## src/rtl/cpu_pkg.sv

```systemverilog
// Shared CPU types and constants.
// Imported by the fetch stage and its IF/ID register.
package cpu_pkg;

  localparam logic [63:0] RESET_PC_DEFAULT = 64'h0;
  localparam logic [31:0] NOP_INSTR        = 32'hD503201F;

  typedef enum logic [1:0] {
    FETCH,
    WAIT_MEM,
    REDIRECT
  } fetch_state_t;

  typedef struct packed {
    logic [31:0] instr;
    logic [63:0] pc;
    logic        valid;
  } if_id_t;

endpackage

```

## src/rtl/fetch_unit_if_id_reg.sv

```systemverilog
// IF/ID pipeline register.
// Flush beats hold; load otherwise takes the new bundle.
module if_id_reg
  import cpu_pkg::*;
(
  input  logic   clk,
  input  logic   reset_n,
  input  logic   load,
  input  logic   flush,
  input  if_id_t d,
  output if_id_t q
);

  always_ff @(posedge clk or negedge reset_n) begin
    if (!reset_n) begin
      q.instr <= NOP_INSTR;
      q.pc    <= '0;
      q.valid <= 1'b0;
    end else if (flush) begin
      q.instr <= NOP_INSTR;
      q.valid <= 1'b0;
    end else if (load) begin
      q <= d;
    end
  end

endmodule

```

## src/rtl/fetch_unit.sv

```systemverilog
// Instruction-fetch stage: PC register, redirect FSM,
// flush counter and IF/ID register.
module fetch_unit
  import cpu_pkg::*;
#(
  parameter logic [63:0] RESET_PC  = RESET_PC_DEFAULT,
  parameter int          CNT_WIDTH = 32
) (
  input  logic                 clk,
  input  logic                 reset_n,
  input  logic                 branch_taken,
  input  logic [63:0]          next_PC,
  input  logic                 stall,
  input  logic [31:0]          imem_rdata,
  input  logic                 imem_ready,
  output logic                 imem_req,
  output logic [63:0]          imem_addr,
  output logic [63:0]          PC,
  output logic [63:0]          PC_plus4,
  output logic [31:0]          if_id_instr,
  output logic [63:0]          if_id_PC,
  output logic                 if_id_valid,
  output logic                 fetch_misalign,
  output logic [CNT_WIDTH-1:0] flush_count
);

  fetch_state_t state, state_d;
  logic [63:0]  pc_q, pc_d;
  logic [63:0]  pend_q, pend_d;
  logic [63:0]  tgt;
  logic         load, flush, bump;
  if_id_t       ifid_d, ifid_q;

  assign tgt       = {next_PC[63:2], 2'b00};
  assign imem_req  = reset_n;
  assign imem_addr = pc_q;
  assign PC        = pc_q;
  assign PC_plus4  = pc_q + 64'd4;

  always_comb begin
    pc_d    = pc_q;
    pend_d  = pend_q;
    state_d = state;
    load    = 1'b0;
    flush   = 1'b0;
    bump    = 1'b0;
    unique case (state)
      FETCH: begin
        if (branch_taken) begin
          flush = 1'b1;
          bump  = 1'b1;
          if (imem_ready) begin
            pc_d = tgt;
          end else begin
            pend_d  = tgt;
            state_d = REDIRECT;
          end
        end else if (stall) begin
          pc_d = pc_q;
        end else if (imem_ready) begin
          load = 1'b1;
          pc_d = next_PC;
        end else begin
          flush   = 1'b1;
          state_d = WAIT_MEM;
        end
      end
      WAIT_MEM: begin
        if (branch_taken) begin
          flush   = 1'b1;
          bump    = 1'b1;
          pend_d  = tgt;
          state_d = REDIRECT;
        end else if (imem_ready) begin
          // a stalled return is dropped and refetched
          state_d = FETCH;
          if (!stall) begin
            load = 1'b1;
            pc_d = next_PC;
          end
        end else if (!stall) begin
          flush = 1'b1;
        end
      end
      REDIRECT: begin
        flush = 1'b1;
        if (branch_taken) begin
          bump = 1'b1;
          if (imem_ready) begin
            pc_d    = tgt;
            state_d = FETCH;
          end else begin
            pend_d = tgt;
          end
        end else if (imem_ready) begin
          pc_d    = pend_q;
          state_d = FETCH;
        end
      end
      default: state_d = FETCH;
    endcase
  end

  always_ff @(posedge clk or negedge reset_n) begin
    if (!reset_n) begin
      state          <= FETCH;
      pc_q           <= RESET_PC;
      pend_q         <= '0;
      fetch_misalign <= 1'b0;
      flush_count    <= '0;
    end else begin
      state  <= state_d;
      pc_q   <= pc_d;
      pend_q <= pend_d;
      if (branch_taken && next_PC[1:0] != 2'b00)
        fetch_misalign <= 1'b1;
      if (bump && flush_count != '1)
        flush_count <= flush_count + CNT_WIDTH'(1);
    end
  end

  assign ifid_d.instr = imem_rdata;
  assign ifid_d.pc    = pc_q;
  assign ifid_d.valid = 1'b1;

  if_id_reg u_if_id (
    .clk     (clk),
    .reset_n (reset_n),
    .load    (load),
    .flush   (flush),
    .d       (ifid_d),
    .q       (ifid_q)
  );

  assign if_id_instr = ifid_q.instr;
  assign if_id_PC    = ifid_q.pc;
  assign if_id_valid = ifid_q.valid;

endmodule

```

## config.mk

```make
export PLATFORM = sky130hd
export DESIGN_NAME = fetch_unit
export DESIGN_NICKNAME = d
export VERILOG_FILES = /design/src/rtl/cpu_pkg.sv /design/src/rtl/fetch_unit_if_id_reg.sv /design/src/rtl/fetch_unit.sv
export SDC_FILE = /design/constraint.sdc
export NUM_CORES = 1
export LEC_CHECK = 0
export BUFFER_PORTS_ARGS = -buffer_cell sky130_fd_sc_hd__buf_2
export CAP_MARGIN = 30
export CORE_ASPECT_RATIO = 1.75
export CORE_UTILIZATION = 40
export CTS_CLUSTER_SIZE = 28
export DETAILED_ROUTE_END_ITERATION = 8
export PLACE_DENSITY_LB_ADDON = 0.05
export SETUP_SLACK_MARGIN = 0.2
export SLEW_MARGIN = 30
export SYNTH_ARGS = -nofsm -noshare
export SYNTH_HDL_FRONTEND = slang
export SYNTH_SLANG_ARGS = --single-unit
```

## constraint.sdc

```tcl
create_clock -name clk -period 5.9 [get_ports clk]
set_input_delay 0.295 -clock clk [delete_from_list [all_inputs] [get_ports clk]]
set_output_delay 0.295 -clock clk [all_outputs]
set_load 0.03 [all_outputs]
```

==> results.json <==
{
  "chipWidth_um": 134,
  "fin_tns_setup_ns": 0,
  "die_y_um": 234,
  "sequentialPowerShare_pct": 33.5,
  "slew_viol_final": 0,
  "critPathSlowestCell": "nor3b_2",
  "min_period_ns": 3.93,
  "finalCritPeriodShare_pct": 66.5,
  "grt_usage_pct": 24.3,
  "ys_ff_latch": 258,
  "cts.clk_slew.worst_paths_ns": 0.06,
  "port_buffers": 423,
  "p_switching_mw": 4.21,
  "insertion_delay_ns": 0.53,
  "num_rows": 84,
  "clockPowerShare_pct": 19.7,
  "vias": 10200,
  "first_pass_iters": 4,
  "synth-xor-area-share_pct": 6.27,
  "required_ns": 5.61,
  "p_sw_share_pct": 46.5,
  "max_stage_delay_ns": 0.90,
  "grt_overflow": 0,
  "netlist_top_cells_area": "dfrtp_1, mux2_2, o2bb2ai_1",
  "hpwlAfterDp_mm": 26.6,
  "numClockSinks": 258,
  "antenna_found_initial": 1,
  "synth_top_area_cell": "dfrtp_1",
  "setup_viol": 0,
  "cp_cell_sequence": "nand4_1 > nor4_1 > nor3b_2 > and3_1 > xor2_1 > buf_2",
  "htree_levels": 1,
  "core_area_um2": 30200,
  "ant_nets": 0,
  "viasPerCell": 5.33,
  "cp.arrival_ns": 3.63,
  "critPathKind": "register to primary output",
  "reg2reg_from": "state[1]",
  "syn_to_final_growth_pct": 31.8,
  "synth_nets": 1182,
  "first_iter_violations": 494,
  "cap_viol_max_count": 0,
  "netlist_area_um2": 12300,
  "numCtsBuffers": 26,
  "wl_mm": 39.0,
  "grt_pass1_wl_mm": 58.9,
  "yosysUniqueCellTypes": 50,
  "endpoint_kind": "primary output",
  "crit_path_start": "PC[29]",
  "synthArstFlopShare_pct": 100,
  "status": "complete, no violations",
  "dpl_worst_slack_ns": 2.54,
  "yosysWarnings": 0,
  "drc": 0,
  "synthMuxAreaShare_pct": 11.3,
  "place_congestion": 0.793,
  "hold_viol_final": 0,
  "cts_buffer_depth": 3,
  "initial_core_util_pct": 40.7,
  "r2r_setup_slack_ns": 3.06,
  "r2r_end": "PC[46]",
  "avgSynthCellArea_um2": 11.4,
  "crit_end": "PC_plus4[48]",
  "synth-edff-count": 0,
  "layout_commonest_cell": "buf_2",
  "p_comb_share_pct": 46.7,
  "synth-simple-area-share_pct": 12.1,
  "synthAdderAreaFrac_pct": 0.611,
  "ys_seq_area_share_pct": 52.7,
  "fin_skew_ns": 0.0100,
  "tightestPinTransition_ns": 0.981,
  "syn_inst": 1075,
  "cp.depth": 6,
  "powerDensity_nw_per_um2": 559,
  "min-delay-start": "next_PC[31]",
  "cts-root-buf": "clkbuf_16",
  "cpLargestDelayFamily": "simple AND/OR/NAND/NOR gates",
  "timing.fmax_mhz": 255,
  "synth_flop_cell": "dfrtp_1",
  "worst_hold_path_type": "primary input to register",
  "cp_max_fo": 9,
  "finalWorstSetupSlack_ns": 1.97,
  "synth_top_area_share_pct": 49.9,
  "cts.repair.resized": 0,
  "grt_start_max_net_pins": 110,
  "synth_top_family_by_area": "simple AND/OR/NAND/NOR gates",
  "cts_tree": "yes",
  "mostFrequentLayoutCells": "buf_2, dfrtp_1, mux2_2",
  "synth_compound_gate_area_share_pct": 10.8,
  "ff2ff_path_depth": 7,
  "rsz0062_at_grt": "false",
  "avgRoutedWirePerCell_um": 20.4,
  "leakagePower_nw": 7.81,
  "cp_num_buf_inv": 1,
  "start_kind": "register",
  "drive_gt1_share_pct": 41.4,
  "die_area_um2": 31400,
  "intPower_mw": 4.85,
  "peakVddDrop_mv": 0.301,
  "ios": 424,
  "grt_pass1_vias": 10000,
  "nets": 1609,
  "slew_headroom_pct": 34.0
}
[kinds of logic (layout without fill, tap and decap cells)]
group | after synthesis | after routing
simple gates | 290 | 290
flops | 258 | 258
compound gates | 175 | 175
buf+inv | 135 | 582
mux | 123 | 123
xor+xnor | 88 | 88
fa+ha+maj | 6 | 6
other cells | 0 | 1
[repair_timing]
item	in CTS	in global routing
endpoints found under the hold margin	167	0
buffers inserted	0	0
hold buffers	92	0
[cell usage after synthesis, types with 2 or more instances]
cell	number
inv_1	9
dfstp_2	13
o31a_1	2
mux2_2	122
nor2_1	23
or3_1	3
ha_1	6
or4_4	2
buf_4	68
nand4_1	24
a22o_1	2
o21a_1	2
or4_1	5
and2_1	2
a32o_1	2
a22oi_1	62
nor2b_1	2
buf_2	5
nand3_1	59
nor4_1	8
xnor2_1	60
buf_1	10
nand2b_1	3
o31ai_1	4
nor3_1	15
and3_1	19
xor2_1	28
or2_2	3
and4_1	11
clkbuf_1	43
o21ai_0	11
nand2_1	104
a21oi_1	21
dfrtp_1	245
o2bb2ai_1	62
[sequential cells by signal (all words and copies together) (netlist names)]
signal	cells
PC	64
fetch_misalign	1
flush_count	32
pend_q	62
state	2
u_if_id.q	97
[worst min path at each step]
stage                    endpoint  slack (ns)  depth (start not counted)
global placement    u_if_id.q[47]        0.35                          1
floorplan                   PC[0]     -0.0006                          0
CTS                    pend_q[31]      0.0007                          2
finish                 pend_q[31]        0.02                          2
detailed placement  u_if_id.q[48]        0.36                          1
global route            pend_q[3]       0.007                          2
[worst reg2reg max path, cell delays in order (launching register included)]
cell	delay [ns]
dfrtp_1	0.47
inv_1	0.11
ha_1	0.34
a21boi_0	0.17
o21ai_4	0.72
buf_4	0.57
a22oi_1	0.19
o2bb2ai_1	0.19
[metrics by stage]
step           cells  hold slack (ns)  power (mW)  util [%]  instance area (µm²)
2_1_floorplan   1075        -0.000591        6.08         -                12300
3_3_place_gp    1767            0.348        7.24      47.4                14300
3_5_place_dp    1768            0.357        7.28      47.5                14300
4_1_cts         1908         0.000738        9.15      53.6                16200
5_1_grt         1910          0.00724        9.54      53.7                16200
6_report        1910           0.0234        9.05      53.7                16200
[power groups by stage]
stage | Sequential, mW | Clock (mW) | Combinational [mW]
4_1_cts | 3.04 | 1.83 | 4.28
5_1_grt | 3.14 | 1.89 | 4.51
3_3_place_gp | 3.03 | 0 | 4.21
6_report | 3.04 | 1.78 | 4.23
3_5_place_dp | 3.07 | 0 | 4.22
2_1_floorplan | 3.62 | 0 | 2.46
[per-layer routing]
layer / GRT usage [%] / vias to the layer above / part of all wire [%]
met4: 7.76 / 0 / 2.6
met1: 28.3 / 5109 / 39
met5: 0 / - / 0
met2: 44.5 / 358 / 53
met3: 4.80 / 48 / 5.9
li1: - / 4660 / -
[area by class of cell]
type	instances	area (µm²)
diodes	1	2.50
clock buffers	40	805
clock inverters	8	119
fillers	2724	14000
inverters	9	33.8
multi-input cells	682	5120
flip-flops and latches	258	6470
well taps	387	484
repair buffers	525	3150
(Power assumes the default switching activity.)
